$ cat config.mk
export PLATFORM = sky130hd
export DESIGN_NAME = fifo_uart_tx
export DESIGN_NICKNAME = d
export VERILOG_FILES = /design/src/rtl/uart_pkg.sv /design/src/rtl/uart_baud_cnt.sv /design/src/rtl/fifo_uart_tx.sv
export SDC_FILE = /design/constraint.sdc
export NUM_CORES = 1
export LEC_CHECK = 0
export ABC_AREA = 0
export CAP_MARGIN = 30
export CORE_MARGIN = 2
export CORE_UTILIZATION = 50
export DETAILED_ROUTE_END_ITERATION = 10
export MAX_ROUTING_LAYER = met4
export PLACE_DENSITY = 0.75
export SLEW_MARGIN = 10
export SYNTH_ARGS = -nofsm -noshare
export SYNTH_HDL_FRONTEND = slang
export SYNTH_SLANG_ARGS = --single-unit
$ cat constraint.sdc
create_clock -name clk -period 2.65 [get_ports clk]
set_input_delay 0.53 -clock clk [delete_from_list [all_inputs] [get_ports clk]]
set_output_delay 0.53 -clock clk [all_outputs]
set_load 0.005 [all_outputs]
$ cat src/rtl/uart_pkg.sv
// Shared definitions for the FIFO-drain UART transmitter.
//   uart_state_t  : transmitter FSM states (PARITY exists only when
//                   UART_TX_PARITY_EN is defined)
//   calc_div      : clock cycles per UART bit, CLK_HZ / BAUD (integer divide)
//   TX_IDLE_LEVEL : level of the serial line between frames
// Optional feature macro: UART_TX_PARITY_EN
package uart_pkg;

  localparam logic TX_IDLE_LEVEL = 1'b1;

  typedef enum logic [2:0] {
    ST_IDLE  = 3'd0,
    ST_FETCH = 3'd1,
    ST_START = 3'd2,
    ST_DATA  = 3'd3,
    ST_STOP  = 3'd4
`ifdef UART_TX_PARITY_EN
    , ST_PARITY = 3'd5
`endif
  } uart_state_t;

  function automatic int calc_div(input int clk_hz, input int baud);
    return clk_hz / baud;
  endfunction

endpackage

$ cat src/rtl/uart_baud_cnt.sv
// Bit-period counter for the UART transmitter.
//   clk  : system clock
//   rst  : synchronous active-high reset
//   clr  : synchronous clear, holds the count at zero
//   tick : high while the count equals DIV-1; the count wraps to 0 next cycle
module uart_baud_cnt #(
  parameter int DIV = 2
) (
  input  logic clk,
  input  logic rst,
  input  logic clr,
  output logic tick
);

  localparam int W = (DIV > 1) ? $clog2(DIV) : 1;
  localparam logic [W-1:0] LAST = W'(DIV - 1);

  logic [W-1:0] count;

  always_ff @(posedge clk) begin
    if (rst || clr) begin
      count <= '0;
    end else if (count == LAST) begin
      count <= '0;
    end else begin
      count <= count + W'(1);
    end
  end

  assign tick = (count == LAST);

endmodule

$ cat src/rtl/fifo_uart_tx.sv
// Pops bytes from a standard (non-FWFT) FIFO read port and sends each one
// as a UART frame: 1 start bit, DATA_BITS data bits LSB first, 1 stop bit.
// With UART_TX_PARITY_EN defined an even-parity bit sits between the data
// and the stop bit.
//   clk        : system clock, posedge
//   rst        : synchronous active-high reset
//   fifo_empty : FIFO has no data (looked at only in IDLE)
//   fifo_rd    : one-cycle pop request
//   fifo_data  : FIFO read data, valid the cycle after fifo_rd
//   tx         : serial line, idle high, registered
//   busy       : high from the cycle after the pop until the end of stop
//   led        : copy of busy
//   state      : current FSM state, for observation
// Handshake: a byte is taken when fifo_rd is high at a rising clk edge;
// the FIFO presents it on fifo_data during the following cycle, which is
// the single FETCH cycle in which it is captured.
// Optional feature macro: UART_TX_PARITY_EN
module fifo_uart_tx
  import uart_pkg::*;
#(
  parameter int CLK_HZ    = 50000000,
  parameter int BAUD      = 115200,
  parameter int DATA_BITS = 8
) (
  input  logic                 clk,
  input  logic                 rst,
  input  logic                 fifo_empty,
  output logic                 fifo_rd,
  input  logic [DATA_BITS-1:0] fifo_data,
  output logic                 tx,
  output logic                 busy,
  output logic                 led,
  output uart_state_t          state
);

  localparam int DIV = calc_div(CLK_HZ, BAUD);
  localparam logic [2:0] LAST_BIT = 3'(DATA_BITS - 1);

  if (DIV < 2) begin : g_div_check
    $error("fifo_uart_tx: CLK_HZ/BAUD must be at least 2");
  end
  if (DATA_BITS < 5 || DATA_BITS > 8) begin : g_bits_check
    $error("fifo_uart_tx: DATA_BITS must be in 5..8");
  end

  logic                 tick;
  logic                 clr;
  logic [DATA_BITS-1:0] shreg;
  logic [2:0]           bit_cnt;
`ifdef UART_TX_PARITY_EN
  logic                 parity;
`endif

  // Timed states are always left on a tick, where the counter wraps to 0
  // by itself, so holding it clear in the untimed states is enough for
  // every timed state to start from a zero count.
  assign clr = (state == ST_IDLE) || (state == ST_FETCH);

  uart_baud_cnt #(.DIV(DIV)) u_baud (
    .clk  (clk),
    .rst  (rst),
    .clr  (clr),
    .tick (tick)
  );

  // The pop is decoded from the registered state so that the byte arrives
  // in FETCH and the start bit begins two cycles after the pop.
  assign fifo_rd = (state == ST_IDLE) && !fifo_empty && !rst;
  assign led     = busy;

  always_ff @(posedge clk) begin
    if (rst) begin
      state   <= ST_IDLE;
      tx      <= TX_IDLE_LEVEL;
      busy    <= 1'b0;
      shreg   <= '0;
      bit_cnt <= '0;
`ifdef UART_TX_PARITY_EN
      parity  <= 1'b0;
`endif
    end else begin
      case (state)
        ST_IDLE: begin
          if (!fifo_empty) begin
            state <= ST_FETCH;
            busy  <= 1'b1;
          end
        end
        ST_FETCH: begin
          shreg <= fifo_data;
`ifdef UART_TX_PARITY_EN
          parity <= ^fifo_data;
`endif
          tx    <= ~TX_IDLE_LEVEL;
          state <= ST_START;
        end
        ST_START: begin
          if (tick) begin
            tx      <= shreg[0];
            shreg   <= shreg >> 1;
            bit_cnt <= '0;
            state   <= ST_DATA;
          end
        end
        ST_DATA: begin
          if (tick) begin
            if (bit_cnt == LAST_BIT) begin
`ifdef UART_TX_PARITY_EN
              tx    <= parity;
              state <= ST_PARITY;
`else
              tx    <= TX_IDLE_LEVEL;
              state <= ST_STOP;
`endif
            end else begin
              tx      <= shreg[0];
              shreg   <= shreg >> 1;
              bit_cnt <= bit_cnt + 3'd1;
            end
          end
        end
`ifdef UART_TX_PARITY_EN
        ST_PARITY: begin
          if (tick) begin
            tx    <= TX_IDLE_LEVEL;
            state <= ST_STOP;
          end
        end
`endif
        ST_STOP: begin
          if (tick) begin
            busy  <= 1'b0;
            state <= ST_IDLE;
          end
        end
        default: begin
          tx    <= TX_IDLE_LEVEL;
          busy  <= 1'b0;
          state <= ST_IDLE;
        end
      endcase
    end
  end

endmodule
## Word level (Yosys, flattened, before mapping)

Index checks and enable logic that the tools add are counted.

- Flip-flop bits (word level): 25
- Latch bits: 0
- RAM bits: 0
- Memory bits (read-only): 0
- Input bits: 11
- Output and inout port bits: 7
- Logic and storage cells: 59
- Memories kept: 0

- $add $sub $neg: 2
- Multiply operators: 0
- Divide/modulo/power cells: 0
- Magnitude comparators: 0
- Equality and inequality tests: 12
- Shift-type cells: 0
- Mux-type cells: 20
- Bitwise logic cells: 2
- Reduce and logical (&&, ||, !) cells: 17

Operator list:

| operator | number |
|---|---|
| two-way mux 8 bit | 3 |
| one-hot mux 8 bit (3 select lines) | 1 |
| two-way mux 3 bit | 7 |
| one-hot mux 3 bit (5 select lines) | 1 |
| != test 2 bit, second input constant | 6 |
| adder 9 x 1 -> 9 bit, second input constant | 1 |
| equality test 9 bit, second input constant | 1 |
| AND reduction 4 bit | 2 |
| equality test 3 x 2 -> 1 bit, second input constant | 2 |
| equality test 3 bit, second input constant | 2 |
| one-hot mux 3 bit (2 select lines) | 1 |
| AND reduction 3 bit | 2 |
| two-way mux 1 bit | 5 |
| AND reduction 5 bit | 1 |
| one-hot mux 1 bit (4 select lines) | 1 |
| OR reduction 2 bit | 2 |
| adder 3 x 1 -> 3 bit, second input constant | 1 |
| equality test 3 x 1 -> 1 bit, second input constant | 1 |
| logical NOT 3 bit | 1 |
| one-hot mux 1 bit (3 select lines) | 1 |
| nonzero test 3 bit | 1 |
| OR reduction 3 bit | 1 |
| logical AND 1 bit | 2 |
| logical NOT 1 bit | 2 |
| other kinds (3) | 5 |

## Logic depth before layout (Yosys ltp)

- Depth in word-level cells: 4
- Mapped depth: 7
- Mapped depth without buffers: 6

## By module

Synthesis repeated with hierarchy kept, for this count alone.

- Cell total of the unflattened synthesis: 147
- Area total of the unflattened synthesis: 1,306.3 um^2

Modules (own cells, without submodules):

| module | times used | cells an instance | area each (um^2) | sequential area each (um^2) |
|---|---|---|---|---|
| fifo_uart_tx | 1 | 101 | 892.1 | 320.3 |
| uart_baud_cnt | 1 | 46 | 414.1 | 180.2 |

## Worst setup path before layout

No wires, ideal clock.

- Path type: reg-to-reg
- Start point: register bit_cnt[0]
- End point: register shreg[1]
- Library setup time: 119 ps
- Data arrival time: 1,406 ps
- Data required time: 2,531 ps
- Setup slack: 1,126 ps
- Stages on the path, launching flop included: 7
- Path buffers: 1
- Period minus slack after synthesis: 1,524 ps
- Cell sequence: dfxtp_1 > ha_1 > ha_1 > nand2_1 > nand4_1 > clkbuf_1 > o221a_2

- Longest elaborated chain between the ends: 3

Ends and longest elaborated chain:

| item | RTL line | RTL |
|---|---|---|
| start, declared | fifo_uart_tx.sv:49 | `logic [2:0] bit_cnt;` |
| start signal, assigned | fifo_uart_tx.sv:118 | `bit_cnt <= bit_cnt + 3'd1;` |
| equality test 3 bit | fifo_uart_tx.sv:107 | `if (bit_cnt == LAST_BIT) begin` |
| != test 2 bit (no line) | n/a |  |
| AND reduction 4 bit (no line) | n/a |  |
| end signal, assigned | fifo_uart_tx.sv:90 | `shreg <= fifo_data;` |
| end signal, assigned | fifo_uart_tx.sv:100 | `shreg <= shreg >> 1;` |
| end signal, assigned | fifo_uart_tx.sv:117 | `shreg <= shreg >> 1;` |
| end, declared | fifo_uart_tx.sv:48 | `logic [DATA_BITS-1:0] shreg;` |

Every way passes these cells.
A chain may end at the register's enable or synchronous reset.

## Worst setup path in the final report

- Start point: input port rst
- End point: output port fifo_rd

- Longest elaborated chain between the ends: 2

Ends and longest elaborated chain:

| item | RTL line | RTL |
|---|---|---|
| start, declared | fifo_uart_tx.sv:26 | `input logic rst,` |
| logical NOT 1 bit | fifo_uart_tx.sv:68 | `assign fifo_rd = (state == ST_IDLE) && !fifo_empty && !rst;` |
| logical AND 1 bit | fifo_uart_tx.sv:68 |  |
| end, declared | fifo_uart_tx.sv:28 | `output logic fifo_rd,` |

Every way passes these cells.

==> summary.md <==
### Worst hold path
* u_baud.count[0] — endpoint with the worst hold slack
* flip-flop to flip-flop — path class of the lowest-slack min-delay path
* 1 — worst hold stages
* u_baud.count[0] — HP Start

### Worst setup path
* 2.12 ns — required time of the worst setup path
* input pin — startpoint kind of the worst setup timing path
* 2 — buffers plus inverters on the worst setup path
* buffers and inverters — family of cells with the greatest summed delay on the critical path
* sky130_fd_sc_hd__clkdlybuf4s50_1 — Most common cell on crit path
* 4 — number of cells traversed by the worst register-to-register path
* 0.60 ns — register-to-register path setup slack
* shreg[0] — Worst R2R End
* input pin to primary output — startpoint-to-endpoint class of the critical path
* 4 — peak fanout along the critical path
* 0.49 ns — delay contributed by the slowest stage of the critical path
* clkdlybuf4s50_1 -> nor2_1 -> and2_1 -> clkdlybuf4s50_1 — worst path cell trace
* state[1] — r2r startpoint
* primary output — kind of capture point of the worst setup path
* sky130_fd_sc_hd__clkdlybuf4s50_1 — slowest cell on the critical path
* 1.88 ns — signal arrival time at the worst endpoint
* 4 — count of cell instances traversed by the critical path

### Routing
* 0 — post-route ant nets
* 5.56 — post-DR vias/cell
* 13.3 µm — DR WL/cell
* 23 — violation count after the first detailed-routing iteration
* 0 — total DRC errors in the routed layout
* 2350 µm — sum of routed wire length over all layers
* 979 — Vias
* 4 — 1st-pass router iterations

### Final layout
* 198 — final-layout fill cell count
* 619 µm² — area occupied by multi-input gates
* 500 µm² — Reg area
* 12.2% — ratio of cells with drive above 1 in the final layout
* 0 — ant diodes
* 164 — post-layout net count
* 16.7% — area overhead of the layout relative to synthesis

### Power and ir drop
* 25.0% — net switching fraction of the power
* 15.4% — share of total power in combinational logic
* 0.172 mW — net switching power figure
* 0.688 mW — post-layout power
* 0.516 mW — total internal power
* 61.1% — sequential group share of total power
* 0.456 mV — maximum VDD drop
* 0.499 nW — standby leakage power
* 500 nW/µm² — Power per Cell Area
* 23.6% — fraction of power consumed by the clock network

### CTS
* 3 — clock buffer count from CTS
* 0.12 ns — clock input transition at the sequential cells of the worst setup and hold paths
* 0.31 ns — source-to-sink clock delay at the later pin of the worst-skew pair
* 0 — number of buffers inserted for hold repair after clock tree synthesis
* 0 — cts repair resizes
* sky130_fd_sc_hd__clkbuf_4 — root buffer cell
* 25 — number of sinks driven by the clock tree
* yes — clock tree from TritonCTS
* 2 — Max Root-Sink Buffers
* 0 — number of buffers added for setup after CTS
* 1 — H-tree Lvls

### Logic synthesis
* 36 — unique cell type count in the Yosys netlist
* 8.80 µm² — mean area per synthesized cell
* 25 — post-synthesis sequential element count
* sky130_fd_sc_hd__dfxtp_1, sky130_fd_sc_hd__nor2_1, sky130_fd_sc_hd__o221a_2, sky130_fd_sc_hd__ha_1, sky130_fd_sc_hd__xor2_1 — leading post-synthesis cells by cell area
* sky130_fd_sc_hd__dfxtp_1 — library cell with the largest summed area after synthesis
* 42.5% — fraction of the yosys area taken by sequential cells
* 0 — synthesis warning total
* 42.5% — area share of the largest cell type after synthesis
* 1180 µm² — post-synthesis instance area
* 134 — instance count of the mapped netlist
* 149 — Net Count, Synth

### Floorplan
* 52.6 µm — Die Span X
* 17 — row cnt
* 2210 µm² — Placeable Area
* 53.3% — initial standard-cell utilization of the core
* 2760 µm² — Total Die Area
* 52.6 µm — y dimension of the die
* 18 — number of ports placed on the die boundary

### STA
* 0.00364 ns — final setup skew
* 2.41 ns — Period minus WS final
* 0 — Max Transition Viols Final
* 0.416 GHz — fmax
* false — unrepaired setup endpoints after global routing
* 0 — Final Hold Fails
* 0.483 ns — pin slew with the least headroom to its limit
* 0 — final setup violating endpoints
* 90.8% — final worst path period share
* 0 ns — Fin Setup TNS
* 67.7% — worst slew margin relative to its limit

### Global routing
* 0 — total gr overflow
* 4000 µm — wire length of the first global-routing pass
* 0 — antenna violations before repair
* 894 — number of global-route vias before repair
* 20.0% — global routing usage summed across all routing layers
* 17 — maximum number of pins on one net before global-route repair

### Place
* 0.829 — RePlAce Congestion
* 17 — I/O Buffers
* 1670 µm — HPWL reported at the end of detailed placement

### Job
* 0 — Max Cap Violations

### Run status
* complete, no violations — outcome

logic make-up (layout without fill, tap and decap cells):
kind of cell	Yosys count	after routing	synth area share (%)
xor gates and xnor gates	7	7	5.20
and+or+nand+nor	63	63	27.8
adders and majority gates	4	4	4.25
buffers and inverters	12	26	4.99
DFF	25	25	42.5
AOI/OAI and AO/OA	23	23	15.3
cells in the final DEF, fill, tap and decap left out, types with 5 or more instances in the layout:
cell type	instances
sky130_fd_sc_hd__clkdlybuf4s50_1	17
sky130_fd_sc_hd__dfxtp_1	25
sky130_fd_sc_hd__nand2_1	9
sky130_fd_sc_hd__nand4_1	5
sky130_fd_sc_hd__nor2_1	28
sky130_fd_sc_hd__o221a_2	7
metrics by stage:
step	instance area, µm²	std cells	setup slack (ns)	utilization, %	hold slack, ns
final	1380	176	0.244	62.2	0.508
after global routing	1380	176	0.168	62.2	0.536
after CTS	1380	176	0.255	62.2	0.512
after detailed placement	1350	172	0.278	60.9	0.482
after global placement	1350	172	0.272	60.9	0.457
after floorplan	1180	134	1.13	-	0.441
Yosys cell counts:
cell / number
sky130_fd_sc_hd__inv_1: 4
sky130_fd_sc_hd__nor2b_1: 2
sky130_fd_sc_hd__or3b_2: 1
sky130_fd_sc_hd__nand4b_1: 1
sky130_fd_sc_hd__and4bb_4: 1
sky130_fd_sc_hd__a32oi_1: 1
sky130_fd_sc_hd__ha_1: 4
sky130_fd_sc_hd__nand3_1: 4
sky130_fd_sc_hd__and4_2: 1
sky130_fd_sc_hd__buf_4: 1
sky130_fd_sc_hd__or4_1: 1
sky130_fd_sc_hd__o21ai_0: 4
sky130_fd_sc_hd__a21o_1: 1
sky130_fd_sc_hd__xnor2_1: 3
sky130_fd_sc_hd__buf_6: 1
sky130_fd_sc_hd__or2_2: 1
sky130_fd_sc_hd__and2_1: 1
sky130_fd_sc_hd__nand4_1: 5
sky130_fd_sc_hd__a31oi_1: 3
sky130_fd_sc_hd__nor3b_1: 1
sky130_fd_sc_hd__and4b_4: 1
sky130_fd_sc_hd__nand2_1: 9
sky130_fd_sc_hd__buf_2: 2
sky130_fd_sc_hd__or3_1: 1
sky130_fd_sc_hd__xor2_1: 4
sky130_fd_sc_hd__o221a_2: 7
sky130_fd_sc_hd__nor3_1: 2
sky130_fd_sc_hd__nor2_1: 28
sky130_fd_sc_hd__o211ai_1: 1
sky130_fd_sc_hd__o32a_1: 1
sky130_fd_sc_hd__a21oi_1: 4
sky130_fd_sc_hd__o221ai_1: 1
sky130_fd_sc_hd__clkbuf_1: 4
sky130_fd_sc_hd__nand3b_1: 2
sky130_fd_sc_hd__and2_4: 1
sky130_fd_sc_hd__dfxtp_1: 25
metal layers:
metal  part of all wire (%)  vias up  GRT usage, %
met5                      0        -             -
li1                       -      502             -
met1                     52      441          26.8
met3                    5.8        4          3.14
met4                    2.0        0          8.97
met2                     40       32          29.6
worst reg2reg max path: stages, from the launching register on:
cell                      delay [ns]
sky130_fd_sc_hd__dfxtp_1        0.60
sky130_fd_sc_hd__nor2b_1        0.32
sky130_fd_sc_hd__nand4_1        0.45
sky130_fd_sc_hd__nand2_1        0.40
sky130_fd_sc_hd__o221a_2        0.24
sequential cells by signal (all words and copies together) (netlist names):
register	cells
bit_cnt	3
busy	1
shreg	8
state	3
tx	1
u_baud.count	9
power by group through the flow:
| stage | registers [mW] | clock network [mW] | logic (mW) |
|---|---|---|---|
| after floorplan | 0.417 | 0 | 0.0704 |
| final | 0.420 | 0.162 | 0.106 |
| after global routing | 0.423 | 0.184 | 0.117 |
| after detailed placement | 0.427 | 0 | 0.105 |
| after CTS | 0.419 | 0.168 | 0.106 |
| after global placement | 0.426 | 0 | 0.104 |
layout make-up:
type	count	area share, %
clock buffer	3	1.64
clock inverter	1	0.364
inverter	4	1.09
multi-input combinational	97	45.0
sequential	25	36.4
tap	28	2.55
timing repair buffer	18	12.9
worst max-delay path by stage:
stage | start | end | slack (ns)
finish | rst | fifo_rd | 0.24
global route | rst | fifo_rd | 0.17
CTS | rst | fifo_rd | 0.26
detailed placement | rst | fifo_rd | 0.28
global placement | rst | fifo_rd | 0.27
floorplan | bit_cnt[0] | shreg[1] | 1.13
No activity file was read; power rests on OpenSTA's default activity.
